File: src/rtl/i2c_target_regs.sv
// I2C target exposing an 8-byte register file behind an auto-incrementing pointer.
// Optional feature: define I2C_TARGET_GLITCH_FILTER_EN for a 3-sample majority filter on SDA/SCL.
module i2c_target_regs #(
  parameter logic [6:0] TARGET_ADDR = 7'h21
) (
  input  logic        clk,
  input  logic        reset,
  input  logic        sda_in,
  input  logic        scl_in,
  output logic        sda_oe,
  output logic        scl_oe,
  output logic [63:0] regs_q,
  output logic        wr_stb,
  output logic [2:0]  wr_idx,
  output logic        busy
);

  typedef enum logic [3:0] {
    IDLE, ADDR, ADDR_ACK, PTR, PTR_ACK, WDATA, WDATA_ACK, RDATA, RACK
  } state_t;

  state_t          state, state_nxt;
  logic [1:0]      sda_sync, scl_sync;
  logic            sda_f, scl_f, sda_p, scl_p;
  logic            start_ev, stop_ev, scl_rise, scl_fall;
  logic [3:0]      bit_cnt, bit_cnt_nxt;
  logic [7:0]      shreg, shreg_nxt, shift_in;
  logic [2:0]      ptr, ptr_nxt, ptr_inc, bit_sel;
  logic [7:0][7:0] regs, regs_nxt;
  logic            sda_oe_nxt, busy_nxt, wr_stb_nxt;
  logic [2:0]      wr_idx_nxt;

  always_ff @(posedge clk or posedge reset) begin
    if (reset) begin
      sda_sync <= '1;
      scl_sync <= '1;
    end else begin
      sda_sync <= {sda_sync[0], sda_in};
      scl_sync <= {scl_sync[0], scl_in};
    end
  end

`ifdef I2C_TARGET_GLITCH_FILTER_EN
  logic [1:0] sda_hist, scl_hist;
  logic       sda_maj, scl_maj;

  // Majority of the current and two previous samples: a 1-clk pulse never wins the vote.
  always_ff @(posedge clk or posedge reset) begin
    if (reset) begin
      sda_hist <= '1;
      scl_hist <= '1;
      sda_maj  <= 1'b1;
      scl_maj  <= 1'b1;
    end else begin
      sda_hist <= {sda_hist[0], sda_sync[1]};
      scl_hist <= {scl_hist[0], scl_sync[1]};
      sda_maj  <= (sda_sync[1] & sda_hist[0]) | (sda_sync[1] & sda_hist[1]) |
                  (sda_hist[0] & sda_hist[1]);
      scl_maj  <= (scl_sync[1] & scl_hist[0]) | (scl_sync[1] & scl_hist[1]) |
                  (scl_hist[0] & scl_hist[1]);
    end
  end

  assign sda_f = sda_maj;
  assign scl_f = scl_maj;
`else
  assign sda_f = sda_sync[1];
  assign scl_f = scl_sync[1];
`endif

  always_ff @(posedge clk or posedge reset) begin
    if (reset) begin
      sda_p <= 1'b1;
      scl_p <= 1'b1;
    end else begin
      sda_p <= sda_f;
      scl_p <= scl_f;
    end
  end

  assign start_ev = scl_p & scl_f & sda_p & ~sda_f;
  assign stop_ev  = scl_p & scl_f & ~sda_p & sda_f;
  assign scl_rise = ~scl_p & scl_f;
  assign scl_fall = scl_p & ~scl_f;
  assign shift_in = {shreg[6:0], sda_f};
  assign ptr_inc  = ptr + 3'd1;
  assign bit_sel  = 3'd7 - bit_cnt[2:0];
  assign regs_q   = regs;
  assign scl_oe   = 1'b0;

  always_ff @(posedge clk or posedge reset) begin
    if (reset) begin
      state   <= IDLE;
      bit_cnt <= '0;
      shreg   <= '0;
      ptr     <= '0;
      regs    <= '0;
      sda_oe  <= 1'b0;
      busy    <= 1'b0;
      wr_stb  <= 1'b0;
      wr_idx  <= '0;
    end else begin
      state   <= state_nxt;
      bit_cnt <= bit_cnt_nxt;
      shreg   <= shreg_nxt;
      ptr     <= ptr_nxt;
      regs    <= regs_nxt;
      sda_oe  <= sda_oe_nxt;
      busy    <= busy_nxt;
      wr_stb  <= wr_stb_nxt;
      wr_idx  <= wr_idx_nxt;
    end
  end

  always_comb begin
    state_nxt   = state;
    bit_cnt_nxt = bit_cnt;
    shreg_nxt   = shreg;
    ptr_nxt     = ptr;
    regs_nxt    = regs;
    sda_oe_nxt  = sda_oe;
    busy_nxt    = busy;
    wr_stb_nxt  = 1'b0;
    wr_idx_nxt  = wr_idx;
    if (stop_ev) begin
      state_nxt  = IDLE;
      sda_oe_nxt = 1'b0;
      busy_nxt   = 1'b0;
    end else if (start_ev) begin
      state_nxt   = ADDR;
      bit_cnt_nxt = '0;
      sda_oe_nxt  = 1'b0;
    end else begin
      unique case (state)
        ADDR: begin
          if (scl_rise && bit_cnt != 4'd8) begin
            shreg_nxt   = shift_in;
            bit_cnt_nxt = bit_cnt + 4'd1;
          end else if (scl_fall && bit_cnt == 4'd8) begin
            if (shreg[7:1] == TARGET_ADDR) begin
              state_nxt  = ADDR_ACK;
              sda_oe_nxt = 1'b1;
              busy_nxt   = 1'b1;
            end else begin
              state_nxt = IDLE;
              busy_nxt  = 1'b0;
            end
          end
        end
        ADDR_ACK: begin
          if (scl_fall) begin
            bit_cnt_nxt = '0;
            // A read starts driving its first bit on the same fall that releases the ACK.
            if (shreg[0]) begin
              state_nxt  = RDATA;
              sda_oe_nxt = ~regs[ptr][7];
            end else begin
              state_nxt  = PTR;
              sda_oe_nxt = 1'b0;
            end
          end
        end
        PTR: begin
          if (scl_rise && bit_cnt != 4'd8) begin
            shreg_nxt   = shift_in;
            bit_cnt_nxt = bit_cnt + 4'd1;
          end else if (scl_fall && bit_cnt == 4'd8) begin
            ptr_nxt    = shreg[2:0];
            sda_oe_nxt = 1'b1;
            state_nxt  = PTR_ACK;
          end
        end
        PTR_ACK: begin
          if (scl_fall) begin
            sda_oe_nxt  = 1'b0;
            bit_cnt_nxt = '0;
            state_nxt   = WDATA;
          end
        end
        WDATA: begin
          if (scl_rise && bit_cnt != 4'd8) begin
            shreg_nxt   = shift_in;
            bit_cnt_nxt = bit_cnt + 4'd1;
            if (bit_cnt == 4'd7) begin
              regs_nxt[ptr] = shift_in;
              wr_stb_nxt    = 1'b1;
              wr_idx_nxt    = ptr;
            end
          end else if (scl_fall && bit_cnt == 4'd8) begin
            sda_oe_nxt = 1'b1;
            state_nxt  = WDATA_ACK;
          end
        end
        WDATA_ACK: begin
          if (scl_fall) begin
            sda_oe_nxt  = 1'b0;
            ptr_nxt     = ptr_inc;
            bit_cnt_nxt = '0;
            state_nxt   = WDATA;
          end
        end
        RDATA: begin
          if (scl_rise && bit_cnt != 4'd8) begin
            bit_cnt_nxt = bit_cnt + 4'd1;
          end else if (scl_fall) begin
            if (bit_cnt == 4'd8) begin
              sda_oe_nxt  = 1'b0;
              bit_cnt_nxt = '0;
              state_nxt   = RACK;
            end else begin
              sda_oe_nxt = ~regs[ptr][bit_sel];
            end
          end
        end
        RACK: begin
          // bit_cnt doubles as the "master ACKed" flag while in this state.
          if (scl_rise) begin
            if (sda_f) begin
              state_nxt = IDLE;
              busy_nxt  = 1'b0;
            end else begin
              bit_cnt_nxt = 4'd1;
            end
          end else if (scl_fall && bit_cnt == 4'd1) begin
            ptr_nxt     = ptr_inc;
            bit_cnt_nxt = '0;
            sda_oe_nxt  = ~regs[ptr_inc][7];
            state_nxt   = RDATA;
          end
        end
        default: state_nxt = IDLE;
      endcase
    end
  end

endmodule

File: config.mk
export PLATFORM = sky130hd
export DESIGN_NAME = i2c_target_regs
export DESIGN_NICKNAME = d
export VERILOG_FILES = /design/src/rtl/i2c_target_regs.sv
export SDC_FILE = /design/constraint.sdc
export NUM_CORES = 1
export LEC_CHECK = 0
export CORE_MARGIN = 1
export CORE_UTILIZATION = 27
export CTS_CLUSTER_SIZE = 40
export DETAILED_ROUTE_END_ITERATION = 8
export PLACE_DENSITY = 0.5
export SLEW_MARGIN = 20
export SYNTH_ARGS = -nofsm -noshare
export SYNTH_HDL_FRONTEND = slang
export SYNTH_SLANG_ARGS = --single-unit
File: constraint.sdc
create_clock -name clk -period 4.1 [get_ports clk]
set_input_delay 0.41 -clock clk [delete_from_list [all_inputs] [get_ports clk]]
set_output_delay 0.41 -clock clk [all_outputs]
set_load 0.01 [all_outputs]
Word level (Yosys, flattened, before mapping):

Cells that the tools add are included.

* bits in registers: 95
* output and inout port bits: 71
* word-level logic and storage cells: 182
* bits of input ports: 4

* $lt $le $gt $ge: 4
* mux-type cells: 73
* equal/unequal tests: 47
* add/sub/neg operators: 3
* reductions and logical operators: 19
* bitwise gates (word level): 16

Operators with widths (number)
* two-way mux 4 bit: 25
* inequality test 4 bit, second input constant: 19
* bitwise mux 64 bit: 1
* binary-select mux 8 bit (select 3 bit): 2
* two-way mux 1 bit: 28
* case mux 4 bit (7 select lines): 1
* demux 8 bit (select 3 bit): 1
* two-way mux 8 bit: 3
* == test 4 x 3 -> 1 bit, second input constant: 5
* two-way mux 3 bit: 6
* case mux 4 bit (4 select lines): 1
* AND reduction 8 bit: 2
* AND reduction 13 bit: 1
* less-than comparator 3 x 4 -> 1 bit, second input constant: 3
* inequality test 3 bit, second input constant: 4
* AND reduction 12 bit: 1
* inequality test 2 bit, second input constant: 5
* inequality test 5 bit, second input constant: 2
* NOT 1 bit: 9
* case mux 3 bit (3 select lines): 1
* == test 4 x 1 -> 1 bit, second input constant: 2
* == test 4 x 2 -> 1 bit, second input constant: 2
* == test 4 bit, second input constant: 2
* inequality test 4 x 1 -> 1 bit, second input constant: 2
* other kinds (21): 34

Depth between registers and ports, before layout:

Gate-level depths: netlist of the first run.

* depth in word-level cells: 11
* mapped depth: 9
* gate-level depth less buffers: 8

Worst setup path before layout of the first run:

No wires, ideal clock.

* path kind: reg2reg
* from: reg scl_p
* to: reg regs (netlist bit regs_q[48])
* path buffers: 2
* required time: 3.975 ns
* arrival: 2.216 ns
* setup time: 0.125 ns
* path slack: 1.760 ns
* clock period less this slack: 2.340 ns
* cell stages (with the launch flop): 9
* cell sequence: dfstp_2 > clkbuf_1 > nand2b_1 > or4_1 > buf_2 > clkinv_2 > nand2_4 > nor3b_4 > mux2_2

* cells in the longest elaborated chain, start to end: 5
* elaborated cells on any way between the ends: 11
* those cells by class: bitwise (9); reduce/logical (2)

Ends and longest elaborated chain
* from (decl): line 24 `logic sda_f, scl_f, sda_p, scl_p;`
* from (signal assigned): line 77 `scl_p <= scl_f;`
* bitwise AND 1 bit: line 81, 82
* bitwise AND 1 bit, on equally long branches (2 in series): line 82, 81
* NOT 1 bit (no line)
* AND reduction 5 bit (no line) *
* to (signal assigned): line 107 `regs <= regs_nxt;`
* to (decl): line 29 `logic [7:0][7:0] regs, regs_nxt;`

Mark *: on every way between the ends. The rest lies on a longest branch, timed or not.
A chain may end at the register's enable or synchronous reset.

Worst setup path in the final report of the first run:

* from: reg state[0]
* to: reg regs (netlist bit regs_q[49])

* cells in the longest elaborated chain, start to end: 2

Ends and longest elaborated chain
* from (decl): line 22 `state_t state, state_nxt;`
* from (signal assigned): line 103 `state <= state_nxt;`
* == test 4 x 3 -> 1 bit: line 134 `unique case (state)`
* AND reduction 5 bit (no line)

Every way passes these cells.

==> results.py, run 1 <==
metrics = {
    "run_status": {
        "status": "finished clean",
    },
    "floorplanning": {
        "design.die.area_um2": 18700,
        "pin_count": 75,
        "die_h_um": 137,
        "die_x_um": 137,
        "rows": 48,
        "core_um2": 17500,
        "start_util_pct": 28.0,
    },
    "route": {
        "dr_wl_met3_um": 625,
        "vias": 3542,
        "drtAntennaViolNets": 0,
        "wl_met1_um": 6170,
        "via_per_inst": 5.09,
        "wl_met2_um": 7010,
        "wl_um": 14200,
        "routedWlPerCell_um": 20.4,
        "first_pass_iters": 4,
        "drtIter0Drc": 197,
        "top_layer": "met4",
        "drc": 0,
    },
    "hold_path": {
        "hold_path.class": "flop to flop",
    },
    "cells_and_area": {
        "layout-drive-gt1-share_pct": 28.7,
        "diodes": 0,
        "nFillCells": 1749,
        "finalNonFillerCells": 696,
        "stdcell_area_um2": 6180,
        "synthToLayoutAreaGrowth_pct": 25.7,
        "nNetsFinal": 474,
    },
    "power_and_ir_drop": {
        "p_int_mw": 1.50,
        "comb_power_share_pct": 8.0,
        "p_sw_share_pct": 26.3,
        "leakagePower_nw": 2.66,
        "ir_drop_v": 0.000177,
        "power.density_nw_per_um2": 330,
        "pwr-share-seq_pct": 49.8,
        "pwr-share-clk_pct": 42.3,
        "p_switching_mw": 0.535,
    },
    "logic_synthesis": {
        "yosys-top-cells-count": "dfrtp_1, mux2_2, nand2_1",
        "synth.top_cell.area_share_pct": 45.3,
        "yosys_warnings": 0,
        "yosysTopAreaCell": "dfrtp_1",
        "syn_avg_cell_area_um2": 12.3,
        "synth_area_leaders": "dfrtp_1, mux2_2, mux4_2, dfstp_2, mux2i_1",
        "syn-num-nets": 408,
        "synth_cell_type_count": 64,
        "netlist_instances": 400,
        "synthArstFlopShare_pct": 100,
        "ys_seq_elements": 95,
        "syn_area_um2": 4910,
        "synth-seq-area-share_pct": 48.5,
        "synth_edf_count": 0,
        "yosysMostFrequentCell": "dfrtp_1",
        "synth-main-ff-cell": "dfrtp_1",
    },
    "global_route": {
        "grt_pass1_vias": 3666,
        "grt_max_degree": 48,
        "grt_pass1_wl_um": 22100,
        "grt_overflow": 0,
        "antenna_found_initial": 0,
        "grt_use_total_pct": 16.3,
    },
    "timing": {
        "worst_pin_slew_ns": 1.02,
        "hold_viol_final": 0,
        "min_period_over_period_pct": 76.8,
        "fin_setup_tns_ns": 0,
        "finalCriticalPeriod_ns": 3.15,
        "rsz0062_at_grt": "no",
        "drv_slew": 0,
        "max_freq_mhz": 317,
        "maxSlewHeadroom_pct": 31.7,
        "setup_violations": 0,
        "finClkSkew_ns": 0.00781,
    },
    "setup_path": {
        "endpoint_kind": "flop",
        "arrival_ns": 3.39,
        "crit_buf_inv": 1,
        "critical_path.top_delay_family": "simple AND/OR/NAND/NOR gates",
        "cpPeakStageDelay_ns": 0.70,
        "cp.required_ns": 4.33,
        "cp_max_fo": 16,
        "worstPathCellList": "and2b_1, nand3_1, or4_1, clkinv_2, nand2_4, nor3b_4, mux2_2",
        "worstSetupStartpointType": "flop",
        "slowest_stage": "nor3b_4",
        "path_class": "flop to flop",
    },
    "placed_design": {
        "placed_cells": 680,
        "place_area_um2": 5880,
        "port_buffers": 73,
        "hpwl_um": 10000,
        "gp_congestion": 0.842,
    },
    "clock_tree": {
        "clockBufferDepth": 2,
        "cts_max_level": 3,
        "insertion_delay_ns": 0.35,
        "post_cts_buffers": 0,
        "numCtsBuffers": 9,
        "numClockSinks": 95,
        "tritoncts": "yes",
        "root_buffer": "clkbuf_16",
        "cts_resized": 0,
        "clkTransAtPathRegs_ns": 0.07,
        "postCtsHoldBufs": 0,
    },
    "run": {
        "drv_cap": 0,
    },
}
per-layer routing:
layer / GRT usage (%) / vias up
met4: 7.08 / 0
met3: 3.26 / 22
met1: 20.2 / 1819
met5: 0 / -
met2: 27.3 / 94
li1: - / 1607
through the flow:
stage | power (mW) | setup slack (ns) | util, % | hold slack (ns)
after global placement | 1.20 | 0.988 | 33.5 | 0.347
after floorplan | 1.14 | 1.22 | - | 0.345
after CTS | 2.06 | 0.919 | 35.2 | 0.359
after detailed placement | 1.20 | 0.954 | 33.5 | 0.347
after global routing | 2.12 | 0.821 | 35.2 | 0.366
final | 2.04 | 0.949 | 35.2 | 0.357
final cells by class:
| type | instances | area [um2] | share of cell area (%) |
|---|---|---|---|
| clock buffer | 10 | 229 | 3.71 |
| inverter | 11 | 43.8 | 0.709 |
| timing repair buffer | 82 | 798 | 12.9 |
| tap | 225 | 282 | 4.56 |
| sequential | 95 | 2380 | 38.6 |
| clock inverter | 6 | 70.1 | 1.13 |
| multi-input combinational | 267 | 2370 | 38.4 |
power groups by stage:
stage / combinational, mW / sequential, mW / clock [mW]
floorplan: 0.141 / 0.996 / 0
global placement: 0.164 / 1.03 / 0
detailed placement: 0.165 / 1.03 / 0
CTS: 0.166 / 1.01 / 0.882
global route: 0.188 / 1.02 / 0.917
finish: 0.163 / 1.01 / 0.861
registers in the layout, indices dropped and copies added (netlist names), 2 cells and up:
register	count
shreg	8
bit_cnt	4
state	4
wr_idx	3
sda_sync	2
regs_q	64
ptr	3
scl_sync	2
logic make-up (layout without fill, tap and decap cells):
| logic type | after synthesis | after routing | synth area share [%] |
|---|---|---|---|
| compound gates | 56 | 56 | 7.95 |
| xor+xnor | 3 | 3 | 0.535 |
| fa+ha+maj | 4 | 4 | 1.02 |
| buf+inv | 38 | 109 | 3.26 |
| flops | 95 | 95 | 48.5 |
| mux | 105 | 105 | 27.2 |
| other cells | 1 | 1 | 0.0763 |
| simple gates | 98 | 98 | 11.4 |
placed cells by master, fill, tap and decap left out, types with 3 or more instances in the layout:
cell type / count
nor3_2: 4
mux2_2: 71
nand2_1: 26
mux4_2: 13
buf_4: 9
nand3_1: 6
clkbuf_16: 9
mux2_4: 7
nand2b_1: 6
o22a_1: 3
dfrtp_1: 89
a22oi_1: 4
clkinv_2: 3
a21oi_1: 13
nor3_1: 9
nor2_1: 19
ha_1: 4
or4_1: 6
o21ai_0: 7
inv_1: 9
nor2b_1: 6
clkdlybuf4s50_1: 73
dfstp_2: 6
a31oi_1: 3
mux2i_1: 14
final timing paths:
| path | from | end | slack [ns] | cells past startpoint |
|---|---|---|---|---|
| setup / recovery | state[0]$_DFFE_PP0P_ | regs_q[49]$_DFFE_PP0P_ | 0.95 | 7 |
| hold / removal | scl_sync[0]$_DFF_PP1_ | scl_sync[1]$_DFF_PP1_ | 0.36 | 0 |
| setup reg to reg | state[0]$_DFFE_PP0P_ | regs_q[49]$_DFFE_PP0P_ | 0.95 | 7 |
| hold reg to reg | scl_sync[0]$_DFF_PP1_ | scl_sync[1]$_DFF_PP1_ | 0.36 | 0 |
| max in group asynchronous | reset | scl_p$_DFF_PP1_ | 2.71 | 3 |
| min in group asynchronous | reset | regs_q[37]$_DFFE_PP0P_ | 0.51 | 2 |
No activity file was read; power rests on OpenSTA's default activity.
==> run 2: changes to the inputs <==
- PLACE_DENSITY: 0.5 -> 0.51
- clock period: 4.1 -> 2.55 ns (I/O delays scaled with it)
==> results.py, run 2 (synthesis gave the netlist of run 1 again) <==
metrics = {
    "placed_design": {
        "placed_cells": 711,
        "gp_congestion": 0.795,
        "port_buffers": 73,
        "hpwl_um": 10800,
    },
    "timing": {
        "maxSlewHeadroom_pct": 63.5,
        "drv_slew": 0,
        "rsz0062_at_grt": "no",
        "min_period_over_period_pct": 97.5,
        "finalCriticalPeriod_ns": 2.49,
        "fin_setup_tns_ns": 0,
        "finClkSkew_ns": 0.00854,
        "setup_violations": 0,
        "max_freq_mhz": 402,
        "hold_viol_final": 0,
        "worst_pin_slew_ns": 0.534,
    },
    "power_and_ir_drop": {
        "ir_drop_v": 0.000248,
        "power.density_nw_per_um2": 503,
        "comb_power_share_pct": 11.0,
        "p_switching_mw": 0.895,
        "p_int_mw": 2.38,
        "pwr-share-seq_pct": 48.9,
        "pwr-share-clk_pct": 40.2,
        "leakagePower_nw": 2.84,
        "p_sw_share_pct": 27.3,
    },
    "floorplanning": {
        "rows": 48,
        "die_h_um": 137,
        "die_x_um": 137,
        "pin_count": 75,
        "design.die.area_um2": 18700,
        "start_util_pct": 28.0,
        "core_um2": 17500,
    },
    "global_route": {
        "grt_max_degree": 62,
        "grt_overflow": 0,
        "grt_pass1_wl_um": 23400,
        "antenna_found_initial": 0,
        "grt_pass1_vias": 4029,
        "grt_use_total_pct": 16.8,
    },
    "route": {
        "wl_um": 14700,
        "routedWlPerCell_um": 20.2,
        "drc": 0,
        "via_per_inst": 5.08,
        "vias": 3696,
        "drtAntennaViolNets": 0,
        "first_pass_iters": 4,
        "drtIter0Drc": 289,
    },
    "setup_path": {
        "worst-r2r-setup-slack_ns": 0.06,
        "cpPeakStageDelay_ns": 0.63,
        "r2r-start": "scl_sync[1]$_DFF_PP1_",
        "rr_worst_depth": 6,
        "cp.required_ns": 2.78,
        "critical_path.top_delay_family": "simple AND/OR/NAND/NOR gates",
        "path_class": "flop to flop",
        "slowest_stage": "or4_1",
        "endpoint_kind": "flop",
        "crit_buf_inv": 2,
        "r2r_end": "regs_q[25]$_DFFE_PP0P_",
        "cp_max_fo": 8,
        "worst_path_most_repeated_cell": "buf_4",
        "worstPathCellList": "nand2b_1, or4_1, buf_4, nor3_2, buf_4, mux2_2",
        "worstSetupStartpointType": "flop",
        "arrival_ns": 2.72,
    },
    "cells_and_area": {
        "layout-drive-gt1-share_pct": 33.5,
        "nNetsFinal": 505,
        "largest_register_ffs": 64,
        "layout_commonest_cell": "dfrtp_1",
        "finalNonFillerCells": 727,
        "diodes": 0,
        "nFillCells": 1718,
        "synthToLayoutAreaGrowth_pct": 32.5,
        "final_cell_mix": "dfrtp_1, clkdlybuf4s50_1, mux2_2",
    },
    "run_status": {
        "status": "finished clean",
    },
    "clock_tree": {
        "root_buffer": "clkbuf_16",
        "postCtsHoldBufs": 0,
        "numClockSinks": 95,
        "clkTransAtPathRegs_ns": 0.07,
        "cts_max_level": 3,
        "insertion_delay_ns": 0.35,
        "clockBufferDepth": 2,
        "tritoncts": "yes",
        "numCtsBuffers": 9,
    },
    "hold_path": {
        "hold_path.class": "primary input to flop",
        "hold_depth": 1,
        "hold_path_end": "sda_sync[0]$_DFF_PP1_",
        "hp-start": "sda_in",
    },
    "run": {
        "drv_cap": 0,
    },
}
[run 2: cell types whose count changed in the layout (fill, tap and decap cells not counted)]
cell,change
bufinv_16,-1
clkinv_2,-1
a21oi_2,+1
buf_4,+23
or4b_4,+1
inv_8,+2
a21oi_1,-1
clkbuf_1,-1
or4b_2,-1
buf_12,+8
clkinv_4,+1
[run 2: metal layers]
| metal | track usage [%] | vias to the layer above | share of wire (%) |
|---|---|---|---|
| li1 | - | 1677 | - |
| met1 | 21.6 | 1898 | 44 |
| met2 | 27.7 | 95 | 49 |
| met3 | 3.11 | 26 | 3.5 |
| met4 | 7.14 | 0 | 3.0 |
| met5 | 0 | - | 0 |
[run 2: worst max path at each step]
| stage | start | endpoint | cells after the start |
|---|---|---|---|
| 3_3_place_gp | scl_sync[1]$_DFF_PP1_ | regs_q[27]$_DFFE_PP0P_ | 6 |
| 3_5_place_dp | scl_sync[1]$_DFF_PP1_ | regs_q[29]$_DFFE_PP0P_ | 6 |
| 5_1_grt | scl_sync[1]$_DFF_PP1_ | regs_q[31]$_DFFE_PP0P_ | 6 |
| 4_1_cts | scl_sync[1]$_DFF_PP1_ | regs_q[25]$_DFFE_PP0P_ | 6 |
| 6_report | scl_sync[1]$_DFF_PP1_ | regs_q[25]$_DFFE_PP0P_ | 6 |
| 2_1_floorplan | scl_p$_DFF_PP1_ | regs_q[48]$_DFFE_PP0P_ | 8 |
[run 2: what timing repair did]
| item | CTS | global route |
|---|---|---|
| hold endpoints to repair | 0 | 0 |
| buffers inserted | 0 | 0 |
| setup endpoints to repair | 0 | 4 |
| resized for setup | 0 | 2 |
[run 2: area by class of cell]
class / instances / area [um2] / area share, %
Sequential cell: 95 / 2380 / 36.6
Clock inverter: 7 / 63.8 / 0.980
Timing Repair Buffer: 113 / 1130 / 17.4
Clock buffer: 9 / 225 / 3.46
Multi-Input combinational cell: 267 / 2380 / 36.5
Tap cell: 225 / 282 / 4.33
Inverter: 11 / 46.3 / 0.711
[run 2: metrics by stage]
step                      utilization [%]  hold slack, ns  cell area, um2  power, mW  setup slack [ns]
after floorplan                         -           0.259            4920       1.83             0.210
after global placement               35.4           0.348            6210       1.99             0.102
after detailed placement             35.4           0.347            6210       1.99            0.0706
after CTS                            37.1           0.307            6500       3.31            0.0509
after global routing                 37.1           0.314            6510       3.44           0.00798
final                                37.1           0.313            6510       3.28            0.0642
[run 2: power groups by stage]
stage / logic, mW / clock network (mW) / registers, mW
floorplan: 0.227 / 0 / 1.60
global placement: 0.358 / 0 / 1.63
detailed placement: 0.363 / 0 / 1.63
CTS: 0.364 / 1.35 / 1.60
global route: 0.403 / 1.43 / 1.61
finish: 0.359 / 1.32 / 1.60
==> patch, RTL diff (flow settings as in run 2) <==
Re-encode `state_t` (9 states) as one-hot, 9 bits wide.
--- a/src/rtl/i2c_target_regs.sv
+++ b/src/rtl/i2c_target_regs.sv
@@ -15,8 +15,8 @@
   output logic        busy
 );
 
-  typedef enum logic [3:0] {
-    IDLE, ADDR, ADDR_ACK, PTR, PTR_ACK, WDATA, WDATA_ACK, RDATA, RACK
+  typedef enum logic [8:0] {
+    IDLE = 9'b000000001, ADDR = 9'b000000010, ADDR_ACK = 9'b000000100, PTR = 9'b000001000, PTR_ACK = 9'b000010000, WDATA = 9'b000100000, WDATA_ACK = 9'b001000000, RDATA = 9'b010000000, RACK = 9'b100000000
   } state_t;
 
   state_t          state, state_nxt;
Function: same outputs for any inputs over 4 cycles, from zero or initial values and one cycle with reset high; so few cycles prove little.
==> patch against run 2 <==
- sequential cell count grew 5
- final area grew 16%
- setup slack lost 0.053 ns
- fmax shrank 2.1%
- final cell count grew 20%
- synthesized cell count grew 14%
- synthesized area grew 6.2%
- wire length grew 12%
- critical path type unchanged
- critical endpoint is now bit_cnt[1]
Power is not compared: it rests on default switching activity, and its combinational part moved more than twofold at a synthesized area within 25%.
==> patch: results (changes against run 2) <==
Hold path
  – Hold Path Origin: scl_in (was sda_in)

Critical path
  – Max FO, Critical Path: 5 (was 8)
  – CP top delay family: simple AND/OR/NAND/NOR gates (unchanged)
  – Worst Reg-to-Reg Cells: 8 (was 6)
  – R2r setup slk: 0.01 ns (was 0.06 ns)
  – Crit path max-delay cell type: or4_4 (was or4_1)
  – Worst setup endpoint: bit_cnt[1] (was regs_q[25])
  – CP Data Arrival Time: 2.81 ns (was 2.72 ns)
  – CP peak stage delay: 0.57 ns (was 0.63 ns)
  – R2r startpoint: state[8] (was scl_sync[1])

Finish
  – Filler Cells Inserted: 1826 (was 1718)
  – Nets: 617 (was 505)
  – Share of layout cells above drive strength 1: 0.433 (was 0.335)

Yosys
  – Top cells by area, synth: dfrtp_1, mux2_2, dfstp_2, mux4_2, mux2i_1 (was dfrtp_1, mux2_2, mux4_2, dfstp_2, mux2i_1)
  – Post-synthesis cell count: 454 (was 400)
  – Multiplexer share of the synthesized area: 0.235 (was 0.272)
  – Post-synth top cells: dfrtp_1, mux2_2, nand2_1, nor2_1, o21ai_0 (was dfrtp_1, mux2_2, nand2_1, nor2_1, clkbuf_1)
  – Post-synthesis sequential area ratio: 0.481 (was 0.485)
  – Syn nets: 462 (was 408)
  – Synth Area in XOR/XNOR: 0.00839 (was 0.00535)
  – Compound-Gate Fraction of Synth Area: 0.0983 (was 0.0794)
  – Distinct cells, synth: 59 (was 64)

Route
  – DRT Wirelength: 16400 µm (was 14700 µm)
  – WL met3: 519 µm (was 516 µm)
  – Initial DRC Count: 234 (was 289)
  – Met2 WL: 7970 µm (was 7250 µm)
  – Vias per inst: 4.90 (was 5.08)
  – WL met1: 7690 µm (was 6510 µm)

Place
  – Cells after DPL: 850 (was 711)
  – Placer's final routability congestion estimate: 0.901 (was 0.795)
  – Post-DP HPWL: 12200 µm (was 10800 µm)
  – Setup WS pre-CTS: -0.153 ns (was 0.0706 ns)

Global routing
  – First-pass GRT wire length: 25900 µm (was 23400 µm)
  – M1 GR Usage: 0.227 (was 0.216)
  – Largest net degree at the start of global routing: 101 (was 62)
  – Met3 GRT Util: 0.0234 (was 0.0311)
  – M2 GR Usage: 0.291 (was 0.277)

STA
  – Crit path time final: 2.54 ns (was 2.49 ns)
  – Tightest Pin Transition: 0.543 ns (was 0.534 ns)
  – Setup Skew: 0.0127 ns (was 0.00854 ns)

Clocking
  – Post-CTS Setup Inserts: 2 (was 0)

Run status
  – Outcome: finished clean (unchanged)
==> patch: cell types whose count changed after synthesis, moves of 5 or more <==
cell | run 2 | this run
o22ai_1 | 2 | 8
nor4_1 | 1 | 6
nand3_1 | 6 | 11
mux2_2 | 71 | 79
nor2_2 | 2 | 8
o21ai_0 | 7 | 18
mux4_2 | 13 | 8
mux2_4 | 7 | 1
==> patch: where the power goes <==
part / internal [mW] / switching (mW)
sequential: 1.60 / 0.0122
combinational: 0.0610 / 0.0918
clock: 0.683 / 0.666
==> patch: metrics by stage <==
step	hold slack (ns)	setup TNS [ns]	instance area (µm²)
after floorplan	0.259	-0.0855	5290
after CTS	0.309	0	7350
after global placement	0.350	-3.03	6950
final	0.318	0	7540
after detailed placement	0.349	-3.72	6950
after global routing	0.303	-0.186	7540
==> patch: layout make-up <==
cell class	instances	share of cell area
Inverter	6	0.00348
Multi-Input combinational cell	316	0.373
Tap cell	260	0.0431
Sequential cell	100	0.334
Clock buffer	10	0.0304
Timing Repair Buffer	176	0.210
Clock inverter	6	0.00730
